**src/rtl/hs_cdc_tx_if.sv**
```systemverilog
// Source-side handshake bundle for hs_cdc_tx: local word/valid/ready,
// the REQ/REQ_DATA/ACK crossing and the DONE/OVERRUN status pulses.
interface hs_cdc_tx_if #(
  parameter int unsigned BUS_WIDTH = 8
) ();
  logic [BUS_WIDTH-1:0] TX_DATA;
  logic                 TX_VALID;
  logic                 TX_READY;
  logic                 REQ;
  logic [BUS_WIDTH-1:0] REQ_DATA;
  logic                 ACK;
  logic                 DONE;
  logic                 OVERRUN;

  modport master (
    output TX_DATA, TX_VALID, ACK,
    input  TX_READY, REQ, REQ_DATA, DONE, OVERRUN
  );

  modport slave (
    input  TX_DATA, TX_VALID, ACK,
    output TX_READY, REQ, REQ_DATA, DONE, OVERRUN
  );
endinterface

```
**src/rtl/hs_cdc_tx.sv**
```systemverilog
// Source-domain half of a 4-phase req/ack CDC handshake: holds a word on
// REQ_DATA under REQ and completes once the synchronized ACK has risen and fallen.
module hs_cdc_tx #(
  parameter int unsigned NUM_STAGES = 2,
  parameter int unsigned BUS_WIDTH  = 8
) (
  input  logic       CLK,
  input  logic       RST,
  hs_cdc_tx_if.slave bus
);

  if (NUM_STAGES < 2) begin : g_bad_stages
    $error("hs_cdc_tx: NUM_STAGES must be >= 2");
  end

  typedef enum logic [1:0] {
    IDLE   = 2'd0,
    REQ_HI = 2'd1,
    ACK_LO = 2'd2
  } state_e;

  state_e                 state_q, state_d;
  logic [NUM_STAGES-1:0]  ack_sync_q, ack_sync_d;
  logic                   ack_s;
  logic                   tx_ready;
  logic                   req_q, req_d;
  logic [BUS_WIDTH-1:0]   req_data_q, req_data_d;
  logic                   done_q, done_d;
  logic                   overrun_q, overrun_d;

  // ACK is asynchronous; only the last chain stage may steer the FSM.
  assign ack_sync_d = {ack_sync_q[NUM_STAGES-2:0], bus.ACK};
  assign ack_s      = ack_sync_q[NUM_STAGES-1];
  assign tx_ready   = (state_q == IDLE) && !ack_s;

  always_comb begin
    state_d    = state_q;
    req_d      = req_q;
    req_data_d = req_data_q;
    done_d     = 1'b0;
    overrun_d  = bus.TX_VALID && !tx_ready;
    unique case (state_q)
      IDLE: begin
        if (bus.TX_VALID && tx_ready) begin
          req_data_d = bus.TX_DATA;
          req_d      = 1'b1;
          state_d    = REQ_HI;
        end
      end
      REQ_HI: begin
        if (ack_s) begin
          req_d   = 1'b0;
          state_d = ACK_LO;
        end
      end
      ACK_LO: begin
        // REQ_DATA stays frozen until the destination has released ACK.
        if (!ack_s) begin
          done_d  = 1'b1;
          state_d = IDLE;
        end
      end
      default: begin
        req_d   = 1'b0;
        state_d = IDLE;
      end
    endcase
  end

  always_ff @(posedge CLK) begin
    if (!RST) begin
      state_q    <= IDLE;
      ack_sync_q <= '0;
      req_q      <= 1'b0;
      req_data_q <= '0;
      done_q     <= 1'b0;
      overrun_q  <= 1'b0;
    end else begin
      state_q    <= state_d;
      ack_sync_q <= ack_sync_d;
      req_q      <= req_d;
      req_data_q <= req_data_d;
      done_q     <= done_d;
      overrun_q  <= overrun_d;
    end
  end

  assign bus.TX_READY = tx_ready;
  assign bus.REQ      = req_q;
  assign bus.REQ_DATA = req_data_q;
  assign bus.DONE     = done_q;
  assign bus.OVERRUN  = overrun_q;

endmodule

```
**src/flat_wrapper.sv**
```systemverilog
// flat-port wrapper written by rule: the top's interface ports become plain ports
module hs_cdc_tx_flat 
#(
  parameter int unsigned NUM_STAGES = 2,
  parameter int unsigned BUS_WIDTH  = 8
)
  (CLK, RST, bus_TX_DATA, bus_TX_VALID, bus_ACK, bus_TX_READY, bus_REQ, bus_REQ_DATA, bus_DONE, bus_OVERRUN);
  hs_cdc_tx_if #(.BUS_WIDTH(BUS_WIDTH)) bus_i ();
  input  logic CLK;
  input  logic RST;
  input wire logic [$bits(bus_i.TX_DATA)-1:0] bus_TX_DATA;
  input wire logic [$bits(bus_i.TX_VALID)-1:0] bus_TX_VALID;
  input wire logic [$bits(bus_i.ACK)-1:0] bus_ACK;
  output wire logic [$bits(bus_i.TX_READY)-1:0] bus_TX_READY;
  output wire logic [$bits(bus_i.REQ)-1:0] bus_REQ;
  output wire logic [$bits(bus_i.REQ_DATA)-1:0] bus_REQ_DATA;
  output wire logic [$bits(bus_i.DONE)-1:0] bus_DONE;
  output wire logic [$bits(bus_i.OVERRUN)-1:0] bus_OVERRUN;
  assign bus_i.TX_DATA = bus_TX_DATA;
  assign bus_i.TX_VALID = bus_TX_VALID;
  assign bus_i.ACK = bus_ACK;
  assign bus_TX_READY = bus_i.TX_READY;
  assign bus_REQ = bus_i.REQ;
  assign bus_REQ_DATA = bus_i.REQ_DATA;
  assign bus_DONE = bus_i.DONE;
  assign bus_OVERRUN = bus_i.OVERRUN;
  hs_cdc_tx #(.NUM_STAGES(NUM_STAGES), .BUS_WIDTH(BUS_WIDTH)) u_core (.CLK(CLK), .RST(RST), .bus(bus_i));
endmodule
```
**config.mk**
```make
export PLATFORM = sky130hd
export DESIGN_NAME = hs_cdc_tx_flat
export DESIGN_NICKNAME = d
export VERILOG_FILES = /design/src/rtl/hs_cdc_tx_if.sv /design/src/rtl/hs_cdc_tx.sv /design/src/flat_wrapper.sv
export SDC_FILE = /design/constraint.sdc
export NUM_CORES = 1
export LEC_CHECK = 0
export ABC_AREA = 1
export CAP_MARGIN = 20
export CORE_MARGIN = 2
export CORE_UTILIZATION = 42
export CTS_CLUSTER_DIAMETER = 80
export DETAILED_ROUTE_END_ITERATION = 16
export PLACE_DENSITY = 0.76
export SYNTH_ARGS = -nofsm -noshare
export SYNTH_HDL_FRONTEND = slang
export SYNTH_SLANG_ARGS = --single-unit
```
**constraint.sdc**
```tcl
create_clock -name CLK -period 1.15 [get_ports CLK]
set_input_delay 0.345 -clock CLK [delete_from_list [all_inputs] [get_ports CLK]]
set_output_delay 0.345 -clock CLK [all_outputs]
set_load 0.01 [all_outputs]
```
==> run metrics <==
final antenna diode count=0; Worst Path Arrival=0.95 ns; PortBufs=23; status=complete, but fails checks; # Max-Cap Violations=0; Synth Instances=95; Worst-Margin Slew=0.296 ns; CTS buffer count=3; Yosys top cell area share=between 40% and 50%; syn_area_per_cell=6.99 um2; Max Fclk=773 MHz; Unique masters post-synth=14; pre-CTS setup slack=-0.299 ns; Core Region=about 1500 um2; Area growth syn-to-layout=56.1%; final core utilization=between 60% and 70%; Die X=between 40 and 50 um; simple-gate area share of the yosys netlist=32.0%; r2r worst-path depth=6; CP Capture Type=output port; warnings from Yosys=0; antenna violations before repair=0; skew final=0.000983 ns; relative slew slack=about four fifths; Tot GR Track Use=between 10% and 20%; clock-pin slew on the worst setup and hold paths=~0.090 ns; initial drt markers=7; final slew viol count=0; part of the cycle the worst path needs=113%; critical path type=reg2out; Pwr per Cell Area=around 1100 nW/um2; Initial Utilization=44.6%; post-synthesis mux area share=0%; insertion delay to the later sink of the worst-skew pair=0.28 ns; Hold Crit Class=reg2reg; cell chain of the critical path=nor3_4, buf_2; Setup TNS Final=-0.180 ns; grt ovf=0; maximum root-to-sink buffer count=2; syn nets=around 110; post-route setup slack=-0.144 ns; global-route wire length before repair=~2.2 mm; final WL=1.47 mm; Via Count=approximately 690; combinational family with the most area after synthesis=simple AND/OR/NAND/NOR gates; crit-path max FO=2; Final #Nets=roughly 150; Post-Synth Adder-Cell Area=0%; DR DRC count=0; LEAKAGE=between 0.5 and 0.6 nW; Post-Synthesis Cell Area=~660 um2; Die H=roughly 44 um; sequential share of the synthesized area=between 40% and 50%; CTS tree=yes; # setup viols final=2; Final Total Pwr=about 0.0012 W; Root Driver=clkbuf_4; area leader, netlist=dfxtp_1; wire per inst=around 9.9 um; DIE AREA=1920 um2; worst vdd ir=0.829 mV; DR pass1 iterations=4; number of global-route vias before repair=558; Final min period=roughly 1.3 ns; antenna-violating nets left=0; CTS sink cnt=15; failing checks=setup timing; Req. time, crit path=0.81 ns; gpl congestion=0.743; Fin. Hold Viols=0; RSZ-0062 raised after global routing=true; max incr delay on CP=0.37 ns; pin count of the biggest net entering global routing=10; Top Ports=24; FF+latch count, synth=15; worst hold stages=2; Crit-path slowest cell=dfxtp_4; Startpoint Class=register; Area contributors post-synth=dfxtp_1, inv_1, nand2_1; Synth Area in XOR/XNOR=0%; area fraction in compound gates after synthesis=under 10%; Final HPWL DP=between 1 and 1.5 mm; # H-tree levels=1; vias per cell=roughly 4.6; std cell rows=14; layout cells sized above 1=36.1%
==> where the power goes <==
| group | switching, W | internal, W |
|---|---|---|
| clock network | 0.000162 | 0.000135 |
| registers | 0.0000183 | 0.000560 |
| logic | 0.000136 | 0.000145 |
==> metrics by stage <==
stage / hold slack [ns] / cells / cell area (um2)
3_5_place_dp: 0.401 / 143 / 982
3_3_place_gp: 0.397 / 143 / 982
2_1_floorplan: 0.390 / 95 / 664
5_1_grt: 0.431 / 149 / 1040
6_report: 0.412 / 149 / 1040
4_1_cts: 0.416 / 148 / 972
==> worst paths after layout <==
| kind | startpoint | end | slack [ns] |
|---|---|---|---|
| worst min register to register | u_core.ack_sync_q[0]$_SDFF_PN0_ | u_core.ack_sync_q[1]$_SDFF_PN0_ | 0.41 |
| worst max register to register | u_core.state_q[1]$_SDFFE_PN0P_ | u_core.bus.REQ_DATA[5]$_SDFFE_PN0P_ | -0.04 |
| worst max-delay path | u_core.state_q[0]$_SDFFE_PN0P_ | bus_TX_READY | -0.14 |
| worst min-delay path | u_core.ack_sync_q[0]$_SDFF_PN0_ | u_core.ack_sync_q[1]$_SDFF_PN0_ | 0.41 |
==> cell usage in the layout, fill, tap and decap left out, types with 2 or more instances in the layout <==
cell,n
a21oi_1,2
buf_2,12
buf_4,8
buf_6,5
clkbuf_4,3
clkdlybuf4s50_1,10
dfxtp_1,4
dfxtp_2,10
inv_1,28
nand2_1,20
nand2_2,2
nand3_4,2
nand4_1,8
nor2_1,8
nor3_1,2
==> state kept, by name, summed over array words and instances (netlist names) <==
register and flops:
u_core.bus.DONE 1, u_core.state_q 2, u_core.bus.OVERRUN 1, u_core.ack_sync_q 2, u_core.bus.REQ 1, u_core.bus.REQ_DATA 8
==> synth_stat cells <==
cell	count
inv_1	29
clkbuf_1	1
a21oi_1	3
dfxtp_1	15
nor2_4	1
nor2_1	8
o21ai_0	1
nand3_4	1
clkbuf_8	1
nand2_1	22
or2_2	1
nor3_1	3
nand4_1	8
buf_2	1
==> routing by layer <==
layer  track usage, %  wire (um)  vias to the layer above
met5                0          0                        -
met4             10.9         10                        0
met3             2.50         90                        2
met1             17.9        590                      305
li1                 -          -                      356
met2             26.8        779                       23
==> kinds of logic (layout without fill, tap and decap cells) <==
| logic type | Yosys count | after routing |
|---|---|---|
| and+or+nand+nor | 44 | 45 |
| buffers and inverters | 32 | 69 |
| DFF | 15 | 15 |
| AOI/OAI and AO/OA | 4 | 4 |
==> what timing repair did <==
action / CTS / global route
setup endpoints to repair: 12 / 10
endpoints found under the hold margin: 0 / 0
hold buffers: 0 / 0
cloned: 0 / 1
buffers inserted: 1 / 0
gates resized for setup: 58 / 16
pin swaps: 1 / 2
==> layout make-up <==
| cell class | count | area, um2 |
|---|---|---|
| well taps | 16 | 20.0 |
| clock buffers | 4 | 26.3 |
| inverters | 29 | 113 |
| flip-flops and latches | 15 | 317 |
| fillers | 128 | 452 |
| repair buffers | 36 | 289 |
| multi-input cells | 49 | 273 |
==> worst max-delay path, delay by kind of cell, from the launching register on <==
family / cells / cell delay [ns]
buffers and inverters: 1 / 0.15
DFF: 1 / 0.37
and+or+nand+nor: 1 / 0.15
Power figures use the tool's default switching activity.
==> patch (same settings) <==
`BUS_WIDTH` is set to 8 in 3 places; all go to 6.
--- a/src/rtl/hs_cdc_tx_if.sv
+++ b/src/rtl/hs_cdc_tx_if.sv
@@ -1,7 +1,7 @@
 // Source-side handshake bundle for hs_cdc_tx: local word/valid/ready,
 // the REQ/REQ_DATA/ACK crossing and the DONE/OVERRUN status pulses.
 interface hs_cdc_tx_if #(
-  parameter int unsigned BUS_WIDTH = 8
+  parameter int unsigned BUS_WIDTH = 6
 ) ();
   logic [BUS_WIDTH-1:0] TX_DATA;
   logic                 TX_VALID;
--- a/src/rtl/hs_cdc_tx.sv
+++ b/src/rtl/hs_cdc_tx.sv
@@ -2,7 +2,7 @@
 // REQ_DATA under REQ and completes once the synchronized ACK has risen and fallen.
 module hs_cdc_tx #(
   parameter int unsigned NUM_STAGES = 2,
-  parameter int unsigned BUS_WIDTH  = 8
+  parameter int unsigned BUS_WIDTH  = 6
 ) (
   input  logic       CLK,
   input  logic       RST,
--- a/src/flat_wrapper.sv
+++ b/src/flat_wrapper.sv
@@ -2,7 +2,7 @@
 module hs_cdc_tx_flat 
 #(
   parameter int unsigned NUM_STAGES = 2,
-  parameter int unsigned BUS_WIDTH  = 8
+  parameter int unsigned BUS_WIDTH  = 6
 )
   (CLK, RST, bus_TX_DATA, bus_TX_VALID, bus_ACK, bus_TX_READY, bus_REQ, bus_REQ_DATA, bus_DONE, bus_OVERRUN);
   hs_cdc_tx_if #(.BUS_WIDTH(BUS_WIDTH)) bus_i ();
Interface: changed (resized bus_REQ_DATA and bus_TX_DATA); port bits go from 24 to 20. No check against the original RTL was run, so the function may have changed too.
==> patch against the unedited design <==
The run still ends with negative setup slack left. Cell area shrank 20%. Synthesized area down 15%. Sequential cell count is 2 lower. Clock power down 5%. Power down 14%. Sequential share of layout area grew 2.1 points. Wire length down 17%. Synthesized cell count fell by 18%. Worst setup slack got worse by 14 ps. Non-clock buffer count shrank 7. Maximum frequency decreased by 1.1%. Core utilization shrank 4.4 points.
==> patch: results (changes against the unedited design) <==
Netlist cell types: 14 (unchanged)
Worst-path clk slew: 80 ps
Synth top cells by count: 22 x inv_1, 18 x nand2_1, 13 x dfxtp_1
Fill cells: 127 (-0.78%)
initial antenna violation count: 0 (unchanged)
post-synthesis adder-cell area fraction: 0% (unchanged)
Post-Syn Nets: 88 (-18%)
fin nets: 120 (-18%)
status: finished, violations left
first-pass GRT wire length: 1790 µm (-19%)
dpl ws: -312 ps (-12.7 ps)
setup_tns: -159 ps (+20.7 ps)
GPL Wtd Cong: 0.692 (-6.8%)
clock skew: 0.931 ps (-0.0518 ps)
vias in the first global route: 448 (-20%)
VDD IR-drop max: 838 µV (+1.1%)
CP peak stage delay: 330 ps (-40 ps)
worst slew pin tran: 183 ps (-113 ps)
mux share of post-synthesis cell area: 0% (unchanged)
Skew-Pair Late Insertion Delay: 280 ps (about the same)
leakage power: 0.464 nW (-20%)
setup ws final: -159 ps (-14.5 ps)
largest net degree at the start of global routing: 11 (+1)
Synth Area in XOR/XNOR: 0% (unchanged)
H-Tree Depth: 1 (unchanged)
Area contributors post-synth: dfxtp_1 46%, inv_1 15%, nand2_1 12%, nand4_1 6.7%, nor2_1 4.0%
Hold Crit Class: register to register
n_diodes: 0 (unchanged)
WL/cell: 9.81 µm (-0.67%)
max reg flops: 6 (-2)
vias per cell: 4.34 (-5.8%)
family with the most delay on the worst path: flip-flops
IO Port Bufs: 19 (-17%)
DR pass1 iterations: 4 (unchanged)
CTS Buffer Depth: 2 (unchanged)
main combinational cell family by area after synthesis: simple AND/OR/NAND/NOR gates
drt initial violations: 4 (-3)
Async SR Flop Fraction: 0% (unchanged)
hpwl dp: 838 µm (-21%)
Root Buffer: clkbuf_4
Pwr Density: 1200 mW/mm² (+7.8%)
GRT Total Usage: 17.7% (+1.9 points)
highest-delay cell along the critical path: dfxtp_2
Yosys Warn Count: 0 (unchanged)
WP data arrival: 960 ps
Compound-Gate Fraction of Synth Area: 3.56% (+0.55 points)
Seq/Total Area, Yosys: 46.3% (+1.1 points)
crit path max fanout: 2 (unchanged)
Final setup viols: 1 (-1)
failing checks: negative setup slack
share of cells above drive strength 1: 32.1% (-4.0 points)
TritonCTS Buffers: 3 (unchanged)
==> patch: cell count changes after synthesis, moves of 2 or more <==
cell | unedited run | this run
nand4_1 | 8 | 6
inv_1 | 29 | 22
nor2_1 | 8 | 6
nand2_1 | 22 | 18
dfxtp_1 | 15 | 13
==> patch: final cells by class <==
class | count | area, µm² | share of cell area, %
clock buffers | 4 | 26.3 | 3.17
inverters | 23 | 86.3 | 10.4
flip-flops and latches | 13 | 270 | 32.6
multi-input cells | 40 | 211 | 25.5
repair buffers | 29 | 215 | 26.0
well taps | 15 | 18.8 | 2.27
==> patch: routing by layer <==
metal  up-vias  GRT usage [%]  share of wire, %
met2        15           27.4                44
met4         0           15.0               3.5
met3         5           5.00               4.9
met1       224           19.7                48
li1        294              -                 -
met5         -              0                 0
==> patch: worst paths after layout <==
| check | startpoint | end | slack (ps) | depth (start not counted) |
|---|---|---|---|---|
| worst max-delay path | u_core.state_q[0] | bus_TX_READY | -160 | 2 |
| worst max register to register | u_core.ack_sync_q[1] | u_core.bus.REQ_DATA[3] | 110 | 6 |
| worst min register to register | u_core.ack_sync_q[0] | u_core.ack_sync_q[1] | 420 | 2 |
| worst min-delay path | u_core.ack_sync_q[0] | u_core.ack_sync_q[1] | 420 | 2 |
==> patch: timing repair <==
action | 4_1_cts | 5_1_grt
endpoints found under the setup margin | 10 | 2
gates cloned | 0 | 0
pin swaps | 1 | 3
resized for setup | 48 | 1
buffers inserted | 2 | 1
==> patch: cell families after synthesis <==
logic type,after synthesis
compound gates,4
flops,13
simple gates,36
buf+inv,25
==> patch: metrics by stage <==
stage | power (mW) | area [µm²] | cells
2_1_floorplan | 0.610 | 562 | 78
3_3_place_gp | 0.720 | 815 | 117
3_5_place_dp | 0.725 | 815 | 117
4_1_cts | 0.994 | 820 | 123
5_1_grt | 1.06 | 828 | 124
6_report | 0.994 | 828 | 124
==> patch: worst min-delay path: stages (launching register included) <==
cell and delay, ps:
dfxtp_1 310, nand2_1 40, inv_1 40
==> patch: report_power, final <==
group | internal, mW | total (mW) | switching (mW)
clock network | 0.135 | 0.283 | 0.148
logic | 0.110 | 0.214 | 0.105
registers | 0.484 | 0.498 | 0.0133
total | 0.728 | 0.994 | 0.266
